### config.mk
export PLATFORM = sky130hd
export DESIGN_NAME = layer0_input_framer
export DESIGN_NICKNAME = d
export VERILOG_FILES = /design/src/rtl/layer0_input_framer.sv
export SDC_FILE = /design/constraint.sdc
export NUM_CORES = 1
export LEC_CHECK = 0
export ABC_CLOCK_PERIOD_IN_PS = 4850
export CORE_UTILIZATION = 51
export CTS_BUF_LIST = sky130_fd_sc_hd__clkbuf_8 sky130_fd_sc_hd__clkbuf_16
export CTS_CLUSTER_DIAMETER = 50
export DETAILED_ROUTE_END_ITERATION = 8
export MAX_ROUTING_LAYER = met4
export PLACE_DENSITY = 0.76
export SYNTH_ARGS = -nofsm -noshare
export SYNTH_HDL_FRONTEND = slang
export SYNTH_SLANG_ARGS = --single-unit
### constraint.sdc
create_clock -name clk -period 4.85 [get_ports clk]
set_input_delay 0.7275 -clock clk [delete_from_list [all_inputs] [get_ports clk]]
set_output_delay 0.7275 -clock clk [all_outputs]
set_load 0.02 [all_outputs]
### src/rtl/layer0_input_framer.sv
// Packs a stream of quantized features into one frame word for the layer0 neuron array.
// Optional saturating framing-error counter enabled by defining FRAMER_ERRCNT_EN.
module layer0_input_framer #(
  parameter int FEAT_BITS = 2,
  parameter int NUM_FEAT  = 64
) (
  input  logic                          clk,
  input  logic                          rst,
  input  logic                          s_valid,
  output logic                          s_ready,
  input  logic [FEAT_BITS-1:0]          s_data,
  input  logic                          s_last,
  output logic                          m_valid,
  input  logic                          m_ready,
  output logic [NUM_FEAT*FEAT_BITS-1:0] m_data,
  output logic                          m_err
`ifdef FRAMER_ERRCNT_EN
  ,
  output logic [7:0]                    err_count
`endif
);

  localparam int FRAME_W = NUM_FEAT * FEAT_BITS;
  localparam int IDX_W   = $clog2(NUM_FEAT);
  localparam logic [IDX_W-1:0] LAST_IDX = IDX_W'(NUM_FEAT - 1);

  typedef enum logic [1:0] {FILL, HOLD, RESYNC} state_t;

  state_t             r_state, w_state_nxt;
  logic [IDX_W-1:0]   r_idx, w_idx_nxt;
  logic [FRAME_W-1:0] r_asm, r_mdata, w_frame;
  logic               r_mvalid, r_err;
  logic               w_accept, w_wr, w_load_new, w_load_held, w_err_nxt;

  assign s_ready  = (r_state != HOLD);
  assign w_accept = s_valid && s_ready;
  assign m_valid  = r_mvalid;
  assign m_data   = r_mdata;
  assign m_err    = r_err;

  // Assembly buffer with the current beat merged in, so a completing frame can load directly.
  always_comb begin
    w_frame = r_asm;
    for (int k = 0; k < NUM_FEAT; k++) begin
      if (r_idx == IDX_W'(k)) w_frame[k*FEAT_BITS +: FEAT_BITS] = s_data;
    end
  end

  always_comb begin
    w_state_nxt = r_state;
    w_idx_nxt   = r_idx;
    w_wr        = 1'b0;
    w_load_new  = 1'b0;
    w_load_held = 1'b0;
    w_err_nxt   = 1'b0;
    case (r_state)
      FILL: begin
        if (w_accept) begin
          w_wr = 1'b1;
          if (r_idx == LAST_IDX) begin
            w_idx_nxt = '0;
            if (!s_last) begin
              w_err_nxt   = 1'b1;
              w_state_nxt = RESYNC;
            end else if (!r_mvalid || m_ready) begin
              w_load_new = 1'b1;
            end else begin
              w_state_nxt = HOLD;
            end
          end else if (s_last) begin
            w_err_nxt = 1'b1;
            w_idx_nxt = '0;
          end else begin
            w_idx_nxt = r_idx + 1'b1;
          end
        end
      end
      HOLD: begin
        // Output register frees up this cycle; the held frame replaces it immediately.
        if (r_mvalid && m_ready) begin
          w_load_held = 1'b1;
          w_state_nxt = FILL;
        end
      end
      RESYNC: begin
        if (w_accept && s_last) w_state_nxt = FILL;
      end
      default: w_state_nxt = FILL;
    endcase
  end

  always_ff @(posedge clk) begin
    if (rst) begin
      r_state <= FILL;
      r_idx   <= '0;
    end else begin
      r_state <= w_state_nxt;
      r_idx   <= w_idx_nxt;
    end
  end

  always_ff @(posedge clk) begin
    if (rst) begin
      r_mvalid <= 1'b0;
      r_err    <= 1'b0;
      r_mdata  <= '0;
    end else begin
      r_err <= w_err_nxt;
      if (w_load_new) begin
        r_mdata  <= w_frame;
        r_mvalid <= 1'b1;
      end else if (w_load_held) begin
        r_mdata  <= r_asm;
        r_mvalid <= 1'b1;
      end else if (m_ready) begin
        r_mvalid <= 1'b0;
      end
    end
  end

  always_ff @(posedge clk) begin
    if (w_wr) r_asm <= w_frame;
  end

`ifdef FRAMER_ERRCNT_EN
  logic [7:0] r_err_cnt;

  always_ff @(posedge clk) begin
    if (rst) begin
      r_err_cnt <= '0;
    end else if (w_err_nxt && (r_err_cnt != 8'hFF)) begin
      r_err_cnt <= r_err_cnt + 8'd1;
    end
  end

  assign err_count = r_err_cnt;
`endif

endmodule

==> metrics.txt, run 1 <==
run status completed; Seq/Total Area, Yosys 0.523; maximum count of clock buffers along a single path 3; number of antenna violations at the first check in global routing 0; setup TNS 0 ns; most common cell after layout, fill and taps aside sky130_fd_sc_hd__inv_1; DIE AREA between 20000 and 30000 sq um; count of warnings emitted by yosys 0; Req. time, crit path approximately 5.2 ns; synthesized instance count 1144; hpwl dp 18000 um; Synth area leaders sky130_fd_sc_hd__edfxtp_1, sky130_fd_sc_hd__dfxtp_1, sky130_fd_sc_hd__mux2_2, sky130_fd_sc_hd__mux2i_1, sky130_fd_sc_hd__a211oi_1; Tot Pwr approximately 4.8 mW; worst setup path category reg2reg; Setup Skew 0.00870 ns; fin crit share 0.631; area share of the leading cell type in the synthesized netlist 0.304; clock root cell sky130_fd_sc_hd__clkbuf_16; Area Growth Syn to Fin 19.1%; x dimension of the die 159 um; syn avg cell area 11.0 sq um; worst slew margin relative to its limit 0.309; RSZ-0062 raised after global routing false; number of cells upsized or downsized after cts 0; Routed WL 31500 um; antenna diode instance count 0; DRT antenna net count 0; register share of total power 0.512; vias in the first global route ~8800; endpoints failing setup 0; Tot GR Track Use 0.251; maximum number of pins on one net before global-route repair 130; Layout Nets between 1000 and 1500; max-cap check violation count 0; power density over the cells 319 nW/um^2; initial cell density of the core 0.519; Mapped Nets between 1000 and 1500; count of standard-cell rows 57; mean number of vias per cell 5.79; clock-pin slew of the registers on the worst-case setup and hold paths 0.06 ns; clock network fraction of design power 0.453; Post-CTS Setup Inserts 0; post-layout min period 3.06 ns; First-pass DRT Iterations 5; final-report max-slew violation count 0; drc violations 0; maximum fanout encountered on the critical timing path 67; number of distinct library cells after synthesis 35; total congestion overflow after global routing 0; CORE AREA 24300 sq um; total instance count after detailed placement roughly 1500; CTS tree yes; I/O pin count roughly 140; worst-margin pin slew 1.04 ns; Lkg Pwr roughly 5.7 nW; overall via count from detail_route 9125; Vert. Die Dim 159 um; post-synthesis cell type with the largest combined area sky130_fd_sc_hd__edfxtp_1; last weighted congestion value of the routability-driven placer 0.831; Syn Std Cell Area 12600 sq um; arrival time of data at the critical path endpoint roughly 3.5 ns; worst min-delay path class reg2reg; number of synthesized register bits between 200 and 300; # H-tree levels 1; insertion delay of the later-clocked pin in the worst-skew pair 0.54 ns; final cell count without fillers 1576; maximum clock frequency 0.327 GHz; global-route wire length before repair 49400 um; cell internal pwr 3.75 mW; combinational fraction of design power 0.035; leading cell types in the layout, fill and taps excluded sky130_fd_sc_hd__inv_1, sky130_fd_sc_hd__a21oi_1, sky130_fd_sc_hd__dfxtp_1, sky130_fd_sc_hd__clkdlybuf4s50_1, sky130_fd_sc_hd__mux2_2; per-cell routed wire length 20.0 um; sw power about 1.0 mW; Worst Setup End Kind flip-flop; Port-buffer cells 137; fraction of final layout cells with drive strength greater than 1 0.156; First DRT Iteration DRCs between 700 and 800; worst ir drop on vdd 0.237 mV; TritonCTS sink count between 200 and 300; final hold violation count 0; number of fillers in the final layout 1929; hold bufs inserted after CTS 0; number of buffers added by the clock tree synthesis step 31; kind of start point of the critical path flip-flop; fraction of power spent switching nets 0.218
[final timing paths]
kind,endpoint,startpoint,slack [ns],cells after the start
worst max register to register,m_data[101],r_idx[2],1.79,5
worst min register to register,r_state[1],r_state[0],0.53,1
worst max-delay path,m_data[101],r_idx[2],1.79,5
worst min-delay path,r_state[1],r_state[0],0.53,1
[state kept, by name (all words and copies together), names as in the netlist]
register  flops
r_idx         6
m_err         1
r_asm       128
m_data      128
r_state       2
m_valid       1
[metal layers]
layer	track usage	wire length (um)
met3	0.0287	1960
met1	0.352	14400
met4	0.0752	727
met2	0.383	14400
met5	-	0
[synth_stat cells]
cell type and count:
sky130_fd_sc_hd__nand3_1 9, sky130_fd_sc_hd__buf_4 8, sky130_fd_sc_hd__a211oi_1 127, sky130_fd_sc_hd__xnor2_1 1, sky130_fd_sc_hd__inv_1 130, sky130_fd_sc_hd__nor4_1 2
sky130_fd_sc_hd__nor4b_1 1, sky130_fd_sc_hd__mux2i_1 126, sky130_fd_sc_hd__buf_1 5, sky130_fd_sc_hd__nand4b_1 1, sky130_fd_sc_hd__a2111oi_0 2, sky130_fd_sc_hd__and2_0 1
sky130_fd_sc_hd__mux2_2 130, sky130_fd_sc_hd__nand3b_1 8, sky130_fd_sc_hd__and2_1 1, sky130_fd_sc_hd__or2_2 1, sky130_fd_sc_hd__a21oi_1 139, sky130_fd_sc_hd__ha_1 4
sky130_fd_sc_hd__nand4_1 2, sky130_fd_sc_hd__nor3b_1 4, sky130_fd_sc_hd__o21ai_0 3, sky130_fd_sc_hd__nor2b_1 2, sky130_fd_sc_hd__buf_6 10, sky130_fd_sc_hd__nor4_4 1
sky130_fd_sc_hd__nand2_1 21, sky130_fd_sc_hd__a41oi_1 1, sky130_fd_sc_hd__nand2b_1 4, sky130_fd_sc_hd__nor2_1 53, sky130_fd_sc_hd__edfxtp_1 128, sky130_fd_sc_hd__and3_1 1
sky130_fd_sc_hd__nor3_1 5, sky130_fd_sc_hd__dfxtp_1 138, sky130_fd_sc_hd__or3b_1 1, sky130_fd_sc_hd__clkbuf_1 59, sky130_fd_sc_hd__buf_2 15
[cell families after synthesis]
kind of cell / count (synthesis) / synth area share
AO/OA/AOI/OAI: 272 / 0.134
XOR/XNOR: 1 / 0.000694
adder cells (fa/ha/maj): 4 / 0.00396
buffers and inverters: 227 / 0.0773
flip-flops: 266 / 0.523
multiplexers: 256 / 0.216
AND/OR/NAND/NOR: 118 / 0.0454
[through the flow]
stage               hold slack [ns]  utilization  cell area [sq um]  setup WS (ns)
floorplan                     0.444            -              12600          0.296
global placement              0.479        0.578              14100           1.47
detailed placement            0.513        0.578              14100           1.43
CTS                           0.522        0.618              15000           1.83
global route                  0.568        0.618              15000           1.67
finish                        0.527        0.618              15000           1.79
[power groups by stage]
stage | Combinational [mW] | Sequential (mW) | Clock [mW]
2_1_floorplan | 0.116 | 2.50 | 0
3_3_place_gp | 0.161 | 2.50 | 0
3_5_place_dp | 0.166 | 2.50 | 0
4_1_cts | 0.166 | 2.45 | 2.19
5_1_grt | 0.183 | 2.46 | 2.30
6_report | 0.167 | 2.46 | 2.17
[critical path: stages, from the launching register on]
cell and delay, ns:
sky130_fd_sc_hd__dfxtp_1 0.73, sky130_fd_sc_hd__nand3_1 0.53, sky130_fd_sc_hd__nor4_4 0.43, sky130_fd_sc_hd__and2_4 0.78, sky130_fd_sc_hd__buf_12 0.28, sky130_fd_sc_hd__a211oi_1 0.10
[cell type report]
type | count | area, sq um | area share
Timing Repair Buffer | 149 | 1500 | 0.100
Multi-Input combinational cell | 651 | 5060 | 0.336
Sequential cell | 266 | 6610 | 0.439
Clock inverter | 19 | 91.3 | 0.00607
Clock buffer | 37 | 881 | 0.0586
Inverter | 130 | 490 | 0.0326
Tap cell | 324 | 405 | 0.0270
Power figures use the tool's default switching activity.
==> run 2: changes to the inputs <==
--- a/config.mk
+++ b/config.mk
@@ -5,7 +5,7 @@
 export SDC_FILE = /design/constraint.sdc
 export NUM_CORES = 1
 export LEC_CHECK = 0
-export ABC_CLOCK_PERIOD_IN_PS = 4850
+export ABC_CLOCK_PERIOD_IN_PS = 2800
 export CORE_UTILIZATION = 51
 export CTS_BUF_LIST = sky130_fd_sc_hd__clkbuf_8 sky130_fd_sc_hd__clkbuf_16
 export CTS_CLUSTER_DIAMETER = 50
==> constraint.sdc (replaced) <==
create_clock -name clk -period 2.8 [get_ports clk]
set_input_delay 0.42 -clock clk [delete_from_list [all_inputs] [get_ports clk]]
set_output_delay 0.42 -clock clk [all_outputs]
set_load 0.02 [all_outputs]
==> metrics.txt, run 2 (same netlist as run 1, synthesis figures left out) <==
maximum fanout encountered on the critical timing path 22; number of buffers added by the clock tree synthesis step 29; register area 6610 sq um; number of cells upsized or downsized after cts 0; cell depth of the worst min-delay path 2; final core area utilization 0.628; Slowest Stage Delay on Critical Path roughly 0.73 ns; CORE AREA 24300 sq um; count of standard-cell rows 57; Setup Skew between 0.01 and 0.015 ns; DIE AREA 25400 sq um; maximum clock frequency between 0.4 and 0.5 GHz; total congestion overflow after global routing 0; Placement Setup Slack 0.241 ns; CP top delay family simple AND/OR/NAND/NOR gates; Tot GR Track Use 0.256; Area Growth Syn to Fin 20.9%; setup TNS 0 ns; Post-CTS Setup Inserts 0; hpwl dp 19400 um; Worst Setup End Kind flip-flop; global-route wire length before repair slightly above 50000 um; worst min-delay path class in2reg; kind of start point of the critical path flip-flop; power density over the cells 538 nW/um^2; sink of the worst hold path m_data[4]; insertion delay of the later-clocked pin in the worst-skew pair 0.55 ns; worst-margin pin slew 0.876 ns; run status completed; drc violations 0; worst setup path category reg2reg; worst slew margin relative to its limit 0.416; Req. time, crit path 3.09 ns; Worst Min Path Start rst; RSZ-0062 raised after global routing false; TritonCTS sink count 266; maximum number of pins on one net before global-route repair ~70; post-placement cell area 14400 sq um; per-cell routed wire length between 20 and 25 um; max-cap check violation count 0; total instance count after detailed placement 1539; number of fillers in the final layout 1926; initial cell density of the core 0.519; vias in the first global route 9052; DRT antenna net count 0; number of antenna violations at the first check in global routing 0; antenna diode instance count 0; mean number of vias per cell 5.79; leading cell types in the layout, fill and taps excluded sky130_fd_sc_hd__inv_1, sky130_fd_sc_hd__a21oi_1, sky130_fd_sc_hd__dfxtp_1, sky130_fd_sc_hd__clkdlybuf4s50_1, sky130_fd_sc_hd__mux2_2; Port-buffer cells 137; clock-pin slew of the registers on the worst-case setup and hold paths ~0.060 ns; start of the worst register-to-register path r_idx[3]; worst-case hold slack 0.400 ns; overall via count from detail_route 9224; CP Cell Sequence nand3b_1 > nor2_1 > mux2i_1 > inv_1; fin crit share 0.828; Lkg Pwr about 5.8 nW; multi-input logic area 5060 sq um; arrival time of data at the critical path endpoint roughly 2.6 ns; final hold violation count 0; last weighted congestion value of the routability-driven placer 0.842; combined buffer and inverter count along the critical path 1; endpoints failing setup 0; final-report max-slew violation count 0; hold bufs inserted after CTS 0; Final Instance Area 15300 sq um; First-pass DRT Iterations 7; worst reg2reg path depth 4; maximum count of clock buffers along a single path 3; # H-tree levels 1; clock root cell sky130_fd_sc_hd__clkbuf_16; capturing point of the worst reg2reg path r_asm[18]; PnR worst setup slack slightly below 0.5 ns; worst-path cell with the longest stage delay sky130_fd_sc_hd__dfxtp_1; fraction of final layout cells with drive strength greater than 1 0.164; Routed WL 32100 um; worst ir drop on vdd about 0.42 mV; Worst R2R Setup Slack 0.48 ns; final cell count without fillers 1592; x dimension of the die 159 um; Layout Nets about 1300; stages on the worst setup path 4; First DRT Iteration DRCs 805; I/O pin count 138; Tot Pwr about 8.2 mW; post-layout min period 2.32 ns; Vert. Die Dim 159 um; CTS tree yes
[run 2: cell count changes in the layout (fill, tap and decap cells not counted), moves of 2 or more]
cell / change
sky130_fd_sc_hd__buf_12: +12
sky130_fd_sc_hd__buf_4: +6
sky130_fd_sc_hd__clkbuf_16: -4
sky130_fd_sc_hd__clkinv_1: +4
sky130_fd_sc_hd__clkinv_2: -3
sky130_fd_sc_hd__bufinv_16: +2
[run 2: how the worst max path moves through the flow]
stage | startpoint | to | slack (ns)
floorplan | s_valid | r_asm[0] | -0.25
global placement | s_valid | m_data[26] | 0.29
detailed placement | s_valid | m_data[103] | 0.24
CTS | r_idx[3] | r_asm[112] | 0.57
global route | r_idx[2] | m_data[98] | 0.35
finish | r_idx[3] | r_asm[18] | 0.48
[run 2: layout make-up]
class,instances,area share
multi-input cells,651,0.331
repair buffers,168,0.118
clock inverters,21,0.00967
clock buffers,32,0.0502
flip-flops and latches,266,0.433
inverters,130,0.0322
well taps,324,0.0265
[run 2: power breakdown]
part	switching, mW	leakage [nW]	internal [mW]
Clock	1.52	0.483	2.13
Sequential	0.0516	2.36	4.20
Combinational	0.216	2.94	0.0888
[run 2: metal layers]
| metal | routed length [um] | up-vias | global-route usage |
|---|---|---|---|
| met2 | 15100 | 308 | 0.406 |
| li1 | - | 4325 | - |
| met1 | 14400 | 4538 | 0.350 |
| met3 | 1700 | 53 | 0.0258 |
| met4 | 883 | 0 | 0.0712 |
| met5 | 0 | - | - |
